## config.mk

```make
export PLATFORM = sky130hd
export DESIGN_NAME = key_event_decoder
export DESIGN_NICKNAME = d
export VERILOG_FILES = /design/src/rtl/key_evt_pkg.sv /design/src/rtl/key_evt_fsm.sv /design/src/rtl/key_event_decoder.sv
export SDC_FILE = /design/constraint.sdc
export NUM_CORES = 1
export LEC_CHECK = 0
export ABC_AREA = 1
export CORE_ASPECT_RATIO = 1.1
export CORE_UTILIZATION = 60
export DETAILED_ROUTE_END_ITERATION = 8
export PLACE_DENSITY = 0.83
export SYNTH_ARGS = -nofsm -noshare
export SYNTH_HDL_FRONTEND = slang
export SYNTH_SLANG_ARGS = --single-unit
```

## constraint.sdc

```tcl
create_clock -name clk -period 2.75 [get_ports clk]
set_clock_uncertainty 0.05 [all_clocks]
set_input_delay 0.6875 -clock clk [delete_from_list [all_inputs] [get_ports clk]]
set_output_delay 0.6875 -clock clk [all_outputs]
set_load 0.02 [all_outputs]
```

## src/rtl/key_evt_pkg.sv

```systemverilog
// Shared types and timing defaults for the key gesture decoder.
// Latency: n/a (declarations only).
// Backpressure: n/a.
package key_evt_pkg;

    // Per-key gesture FSM states; explicit encodings keep waveforms readable.
    typedef enum logic [2:0] {
        IDLE      = 3'd0,
        PRESS1    = 3'd1,
        WAIT2     = 3'd2,
        PRESS2    = 3'd3,
        LONG_HELD = 3'd4
    } key_state_e;

    // 500 ms long press and 250 ms double-click window at 50 MHz.
    localparam int LONG_CYC_50M = 25_000_000;
    localparam int DBL_CYC_50M  = 12_500_000;

    // Counter width big enough for the larger of the two terminal counts.
    function automatic int cnt_width(input int long_cyc, input int dbl_cyc);
        return $clog2((long_cyc > dbl_cyc) ? long_cyc : dbl_cyc);
    endfunction

endpackage

```

## src/rtl/key_evt_fsm.sv

```systemverilog
// One key's gesture classifier: short press, long press, double click.
// Latency: event pulse registered one cycle after the deciding input cycle.
// Backpressure: none; pulses are fire-and-forget single-cycle strobes.
module key_evt_fsm
    import key_evt_pkg::*;
#(
    parameter int LONG_CYC = LONG_CYC_50M,
    parameter int DBL_CYC  = DBL_CYC_50M
) (
    input  logic clk,
    input  logic rst_n,
    input  logic pressed,
    output logic short_p,
    output logic long_p,
    output logic dbl_p,
    output logic held
);

    localparam int CNT_W = cnt_width(LONG_CYC, DBL_CYC);

    // Terminal counts: reaching them forces a state exit, so cnt never wraps.
    localparam logic [CNT_W-1:0] LONG_LAST = CNT_W'(LONG_CYC - 1);
    localparam logic [CNT_W-1:0] DBL_LAST  = CNT_W'(DBL_CYC - 1);
    localparam logic [CNT_W-1:0] CNT_ONE   = CNT_W'(1);

    key_state_e       state_q, state_d;
    logic [CNT_W-1:0] cnt_q, cnt_d;
    logic             short_q, short_d;
    logic             long_q, long_d;
    logic             dbl_q, dbl_d;
    logic             held_q, held_d;

    // Next-state, counter and event decode for one key.
    always_comb begin
        state_d = state_q;
        cnt_d   = cnt_q;
        short_d = 1'b0;
        long_d  = 1'b0;
        dbl_d   = 1'b0;
        case (state_q)
            IDLE: begin
                if (pressed) begin
                    state_d = PRESS1;
                    cnt_d   = CNT_ONE;
                end
            end
            PRESS1: begin
                if (pressed) begin
                    if (cnt_q == LONG_LAST) begin
                        long_d  = 1'b1;
                        state_d = LONG_HELD;
                    end else begin
                        cnt_d = cnt_q + CNT_ONE;
                    end
                end else begin
                    // Release before the long threshold opens the double-click window.
                    state_d = WAIT2;
                    cnt_d   = CNT_ONE;
                end
            end
            WAIT2: begin
                if (pressed) begin
                    state_d = PRESS2;
                end else if (cnt_q == DBL_LAST) begin
                    short_d = 1'b1;
                    state_d = IDLE;
                end else begin
                    cnt_d = cnt_q + CNT_ONE;
                end
            end
            PRESS2: begin
                // No timeout here: a held second press only ever ends as a double.
                if (!pressed) begin
                    dbl_d   = 1'b1;
                    state_d = IDLE;
                end
            end
            LONG_HELD: begin
                if (!pressed) begin
                    state_d = IDLE;
                end
            end
            default: begin
                state_d = IDLE;
            end
        endcase
        held_d = (state_d == LONG_HELD);
    end

    // State, counter and registered outputs; reset discards any gesture in progress.
    always_ff @(posedge clk or negedge rst_n) begin
        if (!rst_n) begin
            state_q <= IDLE;
            cnt_q   <= '0;
            short_q <= 1'b0;
            long_q  <= 1'b0;
            dbl_q   <= 1'b0;
            held_q  <= 1'b0;
        end else begin
            state_q <= state_d;
            cnt_q   <= cnt_d;
            short_q <= short_d;
            long_q  <= long_d;
            dbl_q   <= dbl_d;
            held_q  <= held_d;
        end
    end

    assign short_p = short_q;
    assign long_p  = long_q;
    assign dbl_p   = dbl_q;
    assign held    = held_q;

endmodule

```

## src/rtl/key_event_decoder.sv

```systemverilog
// Turns debounced active-low key levels into per-key gesture event pulses.
// Latency: 2 clocks from key_n to event pulse (input register + FSM register).
// Backpressure: none; consumers must take pulses in the cycle they appear.
module key_event_decoder
    import key_evt_pkg::*;
#(
    parameter int N_KEYS   = 3,
    parameter int LONG_CYC = LONG_CYC_50M,
    parameter int DBL_CYC  = DBL_CYC_50M
) (
    input  logic              clk,
    input  logic              rst_n,
    input  logic [N_KEYS-1:0] key_n,
    output logic [N_KEYS-1:0] short_p,
    output logic [N_KEYS-1:0] long_p,
    output logic [N_KEYS-1:0] dbl_p,
    output logic [N_KEYS-1:0] held
);

    logic [N_KEYS-1:0] key_q, key_d;
    logic [N_KEYS-1:0] pressed;

    // Input capture is a plain copy of the debounced levels.
    always_comb begin
        key_d = key_n;
    end

    // Input register resets to released so a key held through reset is a fresh press.
    always_ff @(posedge clk or negedge rst_n) begin
        if (!rst_n) begin
            key_q <= '1;
        end else begin
            key_q <= key_d;
        end
    end

    assign pressed = ~key_q;

    for (genvar i = 0; i < N_KEYS; i++) begin : g_key
        key_evt_fsm #(
            .LONG_CYC (LONG_CYC),
            .DBL_CYC  (DBL_CYC)
        ) u_fsm (
            .clk      (clk),
            .rst_n    (rst_n),
            .pressed  (pressed[i]),
            .short_p  (short_p[i]),
            .long_p   (long_p[i]),
            .dbl_p    (dbl_p[i]),
            .held     (held[i])
        );
    end

endmodule

```

==> results of run 1 <==
[worst register-to-register path: stages, from the launching register on]
cell,delay [ps]
dfrtp_1,460
ha_1,310
nand2_2,150
nor2_8,60
nand2_4,80
nor2_2,50
nand2_1,50
nand2_1,50
nand2_2,90
inv_2,50
nor2_4,480
nand2_1,150
nand2_1,80
[final timing paths]
check / endpoint / from / slack [ps]
max: g_key[1].u_fsm.cnt_q[21] / g_key[1].u_fsm.cnt_q[0] / 570
min: g_key[2].u_fsm.cnt_q[4] / rst_n / 240
max reg2reg: g_key[1].u_fsm.cnt_q[21] / g_key[1].u_fsm.cnt_q[0] / 570
min reg2reg: g_key[1].u_fsm.dbl_p / g_key[1].u_fsm.state_q[2] / 480
max in group asynchronous: g_key[1].u_fsm.cnt_q[11] / rst_n / 1720
min in group clk: g_key[1].u_fsm.dbl_p / g_key[1].u_fsm.state_q[2] / 480
[registers in the layout, indices dropped and copies added, names as in the netlist]
| name | cells |
|---|---|
| g_key.u_fsm.cnt_q | 75 |
| g_key.u_fsm.state_q | 9 |
| g_key.u_fsm.dbl_p | 3 |
| g_key.u_fsm.held | 3 |
| g_key.u_fsm.long_p | 3 |
| g_key.u_fsm.short_p | 3 |
| key_q | 3 |
[cell usage in the layout (no fill, tap or decap), types with 7 or more instances in the layout]
master and n:
inv_1 76, dfrtp_1 96, o21ai_1 8, a21oi_1 12, o21ai_0 46, nand3_1 152
nor2_1 123, inv_2 18, o21bai_1 11, nand2_2 8, nor3_1 7, buf_4 9
clkbuf_16 9, nand4_1 46, nand2_1 510, clkdlybuf4s50_1 15, nor2_2 8
[cell families after synthesis]
kind of cell             Yosys count  synth area share (%)
AND/OR/NAND/NOR                  878                  51.0
AO/OA/AOI/OAI                     83                  6.19
buffers and inverters            138                  8.68
adder cells (fa/ha/maj)            3                 0.496
XOR/XNOR                           7                 0.810
flip-flops                        99                  32.8
[final cells by class]
class                      instances  area [um2]
tap                              154         193
clock inverter                     7        83.8
clock buffer                       9         225
multi-input combinational        971        4430
fill                            1103        4120
sequential                        99        2480
inverter                          95         357
timing repair buffer              26         258
[metal layers]
layer,global-route usage (%),vias to the layer above,wire [um]
met5,0,-,0
met4,12.0,0,367
met3,3.80,39,1050
met2,52.6,272,9180
met1,40.5,3531,8390
li1,-,3884,-
[power breakdown]
group / total, mW / switching (mW) / leakage, nW / internal [mW]
clock network: 1.31 / 0.650 / 0.152 / 0.656
logic: 1.86 / 1.40 / 2.22 / 0.458
registers: 1.71 / 0.142 / 1.35 / 1.57
==> results.toml, run 1 <==
[routing]
detail_route.iter0.violations = 764
routedWlPerCell_um = 14.0
drc = 0
drt-pass1-iter-count = 8
wirelength_mm = 19.0
via_count = 7726
via_per_inst = 5.68
antenna_left = 0

[critical_path]
worst_ep_arrival_time_ps = 2430
startpoint_type = "register"
crit_chain = "ha_1 -> nand2_2 -> nor2_8 -> nand2_4 -> nor2_2 -> nand2_1 -> nand2_1 -> nand2_2 -> inv_2 -> nor2_4 -> nand2_1 -> nand2_1"
crit_cells = 12
worstRegToRegCells = 12
crit_top_cell = "nand2_1"
cp.required_ps = 3000
criticalPathCategory = "reg2reg"
path_buf_inv = 1
path_delay_family = "simple AND/OR/NAND/NOR gates"
max_stage_delay_ps = 480
end_kind = "register"
cp_max_fo = 25
slowest_stage = "nor2_4"

[sta]
hold_viol = 0
fin_crit_sh_pct = 79.4
worst_slack_ps = 568
timing.fmax_ghz = 0.458
tightest_slew_ps = 620
whs_ps = 237
slew_violations = 0
finalSetupViolCount = 0
period_minus_slack_ps = 2180
rsz0062_at_grt = "no"
relSlewSlack_pct = 58.6
totalNegativeSetupSlack_ps = 0

[final_layout]
antenna_cells = 0
syn_to_final_growth_pct = 6.07
drive_gt1_share_pct = 7.13
final_cells = 1361
fin_area_mm2 = 0.00802
final_util_pct = 66.1
nets = 1210

[logic_synthesis]
yosys.area.top_type = "dfrtp_1"
synthArstFlopShare_pct = 100
postSynthCellCount = 1208
synth_common_cells = "nand2_1 (510), nand3_1 (152), nor2_1 (123), dfrtp_1 (96), inv_1 (76)"
seq_area_frac_synth_pct = 32.8
yosysUniqueCellTypes = 37
synth_area_per_cell_um2 = 6.26
synth_top_area_share_pct = 31.8
synth.area.top_cells = "dfrtp_1 (32%), nand2_1 (25%), nand3_1 (10%)"
synth_seq_cells = 99
synth_edf_count = 0
syn-num-nets = 1216
synth_flop_cell = "dfrtp_1"
netlist_area_mm2 = 0.00756
yosysWarnings = 0
synth.most_common_cell = "nand2_1"

[clock_tree]
cts_tree = "yes"
clock_latency_ps = 360
clk_pin_slew_ps = 80
cts_resized = 0
cts_buffers = 9
cts.sinks = 99
htreeDepth = 3
ctsHoldBuffers = 0
clock-root-buffer = "clkbuf_16"
postCtsSetupBuffers = 0
clockBufferDepth = 2

[floorplanning]
die_w_um = 109
core_area_mm2 = 0.0121
die_area_mm2 = 0.0131
rows = 42
die_h_um = 120
ioPinCount = 17
floorplan.initialDensity_pct = 62.3

[outcome]
status = "completed"

[job]
drv_cap = 0

[global_routing]
grt_max_degree = 43
grt_util_all_layers_pct = 31.2
antenna_found_initial = 0
grt_first_pass_wirelength_mm = 32.4
grt_pass1_vias = 6962
grt_overflow = 0

[power]
p_per_area_mw_per_mm2 = 608
ir_drop_mv = 0.807
p_leak_nw = 3.72
p_total_mw = 4.88

[place]
place_area_mm2 = 0.00771
dp_hpwl_mm = 13.4
gp_congestion = 0.944
place_ws_ps = 594
dp_cells = 1345
port-buffer-count = 16

[worst_hold_path]
hp-class = "in2async"
(Power assumes the default switching activity.)
==> inputs of run 2 (changes only) <==
--- a/config.mk
+++ b/config.mk
@@ -7,7 +7,7 @@
 export LEC_CHECK = 0
 export ABC_AREA = 1
 export CORE_ASPECT_RATIO = 1.1
-export CORE_UTILIZATION = 60
+export CORE_UTILIZATION = 57
 export DETAILED_ROUTE_END_ITERATION = 8
 export PLACE_DENSITY = 0.83
 export SYNTH_ARGS = -nofsm -noshare
==> constraint.sdc (replaced) <==
create_clock -name clk -period 1.8 [get_ports clk]
set_clock_uncertainty 0.05 [all_clocks]
set_input_delay 0.45 -clock clk [delete_from_list [all_inputs] [get_ports clk]]
set_output_delay 0.45 -clock clk [all_outputs]
set_load 0.02 [all_outputs]
==> run 2 against run 1 <==
Against the previous run: core utilization rose by 8.9 points; the flow now finishes with violations (DRC, setup timing); power is 97% higher; register-to-register slack got worse by 690 ps; sequential power up 50%; final cell count up 9.9%; worst hold slack better by 210 ps; wire length up 24%; die area rose by 5.2%; critical path type unchanged.
==> results.toml, run 2 (synthesized netlist as in run 1, its figures left out) <==
[outcome]
status = "complete, but fails checks"
violations = "DRC, setup timing"

[final_layout]
syn_to_final_growth_pct = 26.5
antenna_cells = 0
final_util_pct = 75.0
final_common_cell = "nand2_1"
fin_area_mm2 = 0.00957
regMostFlops = "g_key.u_fsm.cnt_q"
mostFrequentLayoutCells = "nand2_1 (473), nand3_1 (152), buf_4 (119)"
reg_top3 = "g_key.u_fsm.cnt_q: 75 flops, g_key.u_fsm.state_q: 9 flops"
drive_gt1_share_pct = 22.3
largest_reg_flops = 75
nets = 1342

[power]
p_leak_nw = 4.77
ir_drop_mv = 0.715
p_per_area_mw_per_mm2 = 1000

[clock_tree]
htreeDepth = 3
clockBufferDepth = 2
cts.sinks = 99
cts_tree = "yes"
cts_buffers = 9
clock-root-buffer = "clkbuf_16"
clock_latency_ps = 360
clk_pin_slew_ps = 70

[routing]
via_per_inst = 5.83
drc = 1
antenna_left = 0
drt-pass1-iter-count = 8
routedWlPerCell_um = 15.8
via_count = 8717
detail_route.iter0.violations = 1061
wirelength_mm = 23.6

[critical_path]
worst_ep_arrival_time_ps = 2170
path_buf_inv = 1
cp.required_ps = 2050
startpoint_type = "register"
max_stage_delay_ps = 380
slowest_stage = "dfrtp_1"
end_kind = "register"
crit_chain = "buf_4 -> nand2_1 -> nor2_2 -> nand2_1 -> o21bai_1 -> nand3_1 -> o21ai_0 -> nand2_1 -> nand2_1"
crit_top_cell = "nand2_1"
crit_cells = 9
cp_max_fo = 5
criticalPathCategory = "reg2reg"
path_delay_family = "simple AND/OR/NAND/NOR gates"
worstRegToRegCells = 9

[global_routing]
grt_overflow = 0
grt_first_pass_wirelength_mm = 35.9
grt_max_degree = 32
grt_util_all_layers_pct = 32.6
grt_pass1_vias = 7948
antenna_found_initial = 0

[sta]
totalNegativeSetupSlack_ps = -926
relSlewSlack_pct = 66.8
rsz0062_at_grt = "yes"
worst_slack_ps = -120
fin_crit_sh_pct = 107
slew_violations = 0
finalSetupViolCount = 23
hold_viol = 0
tightest_slew_ps = 497
period_minus_slack_ps = 1920
timing.fmax_ghz = 0.521

[place]
dp_hpwl_mm = 14.7
gp_congestion = 0.944
port-buffer-count = 16
place_area_mm2 = 0.00863
place_ws_ps = -393

[worst_hold_path]
hp-class = "in2reg"
hold_depth = 1

[floorplanning]
die_w_um = 112
die_h_um = 123
die_area_mm2 = 0.0137
core_area_mm2 = 0.0128
ioPinCount = 17
floorplan.initialDensity_pct = 59.3
rows = 43

[job]
drv_cap = 0
-- run 2: cell count changes in the layout (fill, tap and decap cells not counted), sizes merged, moves of 5 or more --
cell / previous run / this run
buf: 11 / 136
clkdlybuf4s50: 15 / 5
dlymetal6s2s: 0 / 9
clkbuf: 9 / 14
inv: 99 / 94
-- run 2: final timing paths --
path / start / endpoint / slack [ps]
max in group asynchronous: rst_n / g_key[1].u_fsm.cnt_q[2] / 590
min reg2reg: g_key[1].u_fsm.state_q[2] / g_key[1].u_fsm.dbl_p / 480
max: g_key[0].u_fsm.cnt_q[8] / g_key[0].u_fsm.cnt_q[13] / -120
max reg2reg: g_key[0].u_fsm.cnt_q[8] / g_key[0].u_fsm.cnt_q[13] / -120
min in group asynchronous: rst_n / g_key[2].u_fsm.cnt_q[10] / 480
min: key_n[0] / key_q[0] / 450
-- run 2: layer usage --
metal / track usage, % / up-vias / routed length [um]
met2: 56.2 / 482 / 11400
met3: 5.73 / 101 / 2130
li1: - / 4166 / -
met5: 0 / - / 0
met4: 13.3 / 0 / 879
met1: 40.5 / 3968 / 9150
-- run 2: power breakdown --
group	internal, mW	total [mW]	leakage, nW	switching, mW
registers	2.41	2.56	1.34	0.151
clock network	1.26	2.15	0.157	0.890
logic	1.85	4.89	3.28	3.05
-- run 2: cell type report --
cell class	count	area [um2]
clock buffers	12	246
fillers	924	3180
clock inverters	4	73.8
well taps	157	196
multi-input cells	975	4770
repair buffers	154	1430
inverters	95	359
flip-flops and latches	99	2490
-- run 2: worst register-to-register path: stages (launching register included) --
cell and delay [ps]:
dfrtp_1 380, buf_4 170, nand2_1 140, nor2_2 240, nand2_1 130, o21bai_1 240, nand3_1 140, o21ai_0 180
nand2_1 90, nand2_1 80
-- run 2: stage by stage --
step | cells | hold slack (ps) | power (mW)
2_1_floorplan | 1208 | 104 | 4.95
3_5_place_dp | 1460 | 323 | 6.08
3_3_place_gp | 1460 | 325 | 6.02
5_1_grt | 1496 | 450 | 9.93
4_1_cts | 1481 | 436 | 8.51
6_report | 1496 | 446 | 9.60
-- run 2: what timing repair did --
item,CTS,global route
pin swaps,1,27
cloned,3,4
setup endpoints to repair,76,84
hold buffers,1,0
setup buffers,1,11
resized for setup,9,118
endpoints found under the hold margin,16,0
==> inputs of run 3 (changes only) <==
--- a/config.mk
+++ b/config.mk
@@ -7,8 +7,10 @@
 export LEC_CHECK = 0
 export ABC_AREA = 1
 export CORE_ASPECT_RATIO = 1.1
+export CORE_MARGIN = 2
 export CORE_UTILIZATION = 57
 export DETAILED_ROUTE_END_ITERATION = 8
+export HOLD_SLACK_MARGIN = 0.08
 export PLACE_DENSITY = 0.83
 export SYNTH_ARGS = -nofsm -noshare
 export SYNTH_HDL_FRONTEND = slang
==> run 3 against run 2 <==
Against the previous run: global-route usage decreased by 2.1 points; wire length increased by 3.7%; core utilization decreased by 1.9 points; critical path depth increased by 2; first-iteration DRC count increased by 10%; sequential share of layout area decreased by 0.11 points; flip-flop and latch count unchanged; sequential power about the same; critical endpoint is now g_key[0].u_fsm.cnt_q[7]; critical path type unchanged; the run ends with setup timing left.
==> results.toml, run 3 (synthesized netlist as in run 1, its figures left out) <==
[outcome]
status = "complete, but fails checks"
violations = "setup timing"

[sta]
relSlewSlack_pct = 66.6
hold_viol = 0
worst_slack_ps = -68.2
timing.fmax_ghz = 0.535
rsz0062_at_grt = "yes"
totalNegativeSetupSlack_ps = -920
finalSetupViolCount = 35
fin_crit_sh_pct = 104
period_minus_slack_ps = 1870
tightest_slew_ps = 500
whs_ps = 443
slew_violations = 0

[clock_tree]
cts_buffers = 9
clock_latency_ps = 360
clockBufferDepth = 2
cts.sinks = 99
clock-root-buffer = "clkbuf_16"
htreeDepth = 3
clk_pin_slew_ps = 70
cts_tree = "yes"

[routing]
drc = 0
antenna_left = 0
wirelength_mm = 24.5
via_count = 9015
via_per_inst = 6.05
detail_route.iter0.violations = 1171
drt-pass1-iter-count = 9
routedWlPerCell_um = 16.4

[power]
ir_drop_mv = 1.10
pwr-share-clk_pct = 21.2
p_leak_nw = 4.67
switchingPower_mw = 4.19
pwr-share-comb_pct = 52.0
p_per_area_mw_per_mm2 = 1000
p_sw_share_pct = 43.5
seq_power_share_pct = 26.8
power.internal_mw = 5.44
p_total_mw = 9.63

[global_routing]
grt_first_pass_wirelength_mm = 35.6
grt_max_degree = 29
grt_pass1_vias = 7765
antenna_found_initial = 0
grt_util_all_layers_pct = 30.5
grt_overflow = 0

[critical_path]
startpoint_type = "register"
end_kind = "register"
worst_ep_arrival_time_ps = 2060
cp_max_fo = 6
cp.required_ps = 1990
criticalPathCategory = "reg2reg"

[final_layout]
syn_to_final_growth_pct = 26.7
final_common_cell = "nand2_1"
antenna_cells = 0
nets = 1333
regMostFlops = "g_key.u_fsm.cnt_q"
reg_top3 = "g_key.u_fsm.cnt_q: 75 flops, g_key.u_fsm.state_q: 9 flops"
largest_reg_flops = 75
n_fill_cell = 995
drive_gt1_share_pct = 22.9
mostFrequentLayoutCells = "nand2_1 (457), nand3_1 (149), buf_4 (106)"

[floorplanning]
floorplan.initialDensity_pct = 57.7
die_w_um = 114
ioPinCount = 17
die_area_mm2 = 0.0142
rows = 44
core_area_mm2 = 0.0131
die_h_um = 125

[job]
drv_cap = 0

[worst_hold_path]
hp-class = "in2reg"

[place]
dp_hpwl_mm = 14.6
port-buffer-count = 16
gp_congestion = 0.952
run 3: cell types whose count changed in the layout (fill, tap and decap cells not counted), moves of 4 or more:
| cell | previous run | this run |
|---|---|---|
| nand2_4 | 13 | 19 |
| dfrtp_2 | 8 | 3 |
| dfrtp_1 | 88 | 93 |
| clkdlybuf4s50_1 | 5 | 9 |
| inv_2 | 21 | 26 |
| nor2_1 | 100 | 105 |
| nand3_2 | 1 | 6 |
| nor2_2 | 25 | 21 |
| dlymetal6s2s_1 | 9 | 5 |
| buf_4 | 119 | 106 |
| inv_1 | 72 | 66 |
| nand2_2 | 34 | 44 |
| nand2_1 | 473 | 457 |
run 3: critical path, cell delays in order, from the launching register on:
cell and delay [ps]:
dfrtp_1 400, nor3_1 280, nand2_1 110, nor2_1 210, nand2_1 90, nand2_1 80, nand2_2 80, inv_2 80
nor2_4 70, clkbuf_16 180, nand2_4 50, nand2_1 70
run 3: stage by stage:
| stage | cell area (um2) | instances | setup slack [ps] | utilization [%] |
|---|---|---|---|---|
| floorplan | 7570 | 1208 | 6.14 | - |
| global placement | 8480 | 1439 | -47.0 | 64.7 |
| detailed placement | 8480 | 1439 | -137 | 64.7 |
| CTS | 8810 | 1458 | 0.493 | 67.3 |
| global route | 9590 | 1491 | -145 | 73.2 |
| finish | 9590 | 1491 | -68.2 | 73.2 |
run 3: layer usage:
layer	track usage (%)	part of all wire [%]
met2	49.2	46
met4	13.3	6.2
met3	4.62	10
met5	0	0
met1	40.5	38
run 3: cell type report:
class	count	area, um2	share of cell area [%]
timing repair buffer	144	1400	14.6
sequential	99	2480	25.9
clock inverter	4	50.0	0.522
multi-input combinational	976	4840	50.5
clock buffer	12	246	2.57
inverter	95	368	3.84
tap	161	201	2.10
run 3: path summary, 6_finish.rpt:
check | start | to | slack [ps] | depth (start not counted)
max in group asynchronous | rst_n | key_q[2] | 570 | 3
hold reg to reg | g_key[2].u_fsm.cnt_q[24] | g_key[2].u_fsm.cnt_q[24] | 510 | 2
setup reg to reg | g_key[0].u_fsm.cnt_q[22] | g_key[0].u_fsm.cnt_q[7] | -70 | 11
min in group asynchronous | rst_n | g_key[2].u_fsm.held | 520 | 2
hold / removal | key_n[0] | key_q[0] | 440 | 1
setup / recovery | g_key[0].u_fsm.cnt_q[22] | g_key[0].u_fsm.cnt_q[7] | -70 | 11
run 3: what timing repair did:
item                                    4_1_cts  5_1_grt
setup buffers                                 0       26
endpoints found under the hold margin        23        0
pin swaps                                     0       39
hold buffers                                  1        0
cloned                                        2        7
endpoints found under the setup margin       51       79
gates resized for setup                       3      138
run 3: power by group through the flow:
stage	Clock (mW)	Combinational, mW	Sequential, mW
2_1_floorplan	0	2.35	2.60
3_3_place_gp	0	3.38	2.60
3_5_place_dp	0	3.43	2.61
4_1_cts	2.03	3.59	2.56
5_1_grt	2.12	5.22	2.61
6_report	2.04	5.01	2.58
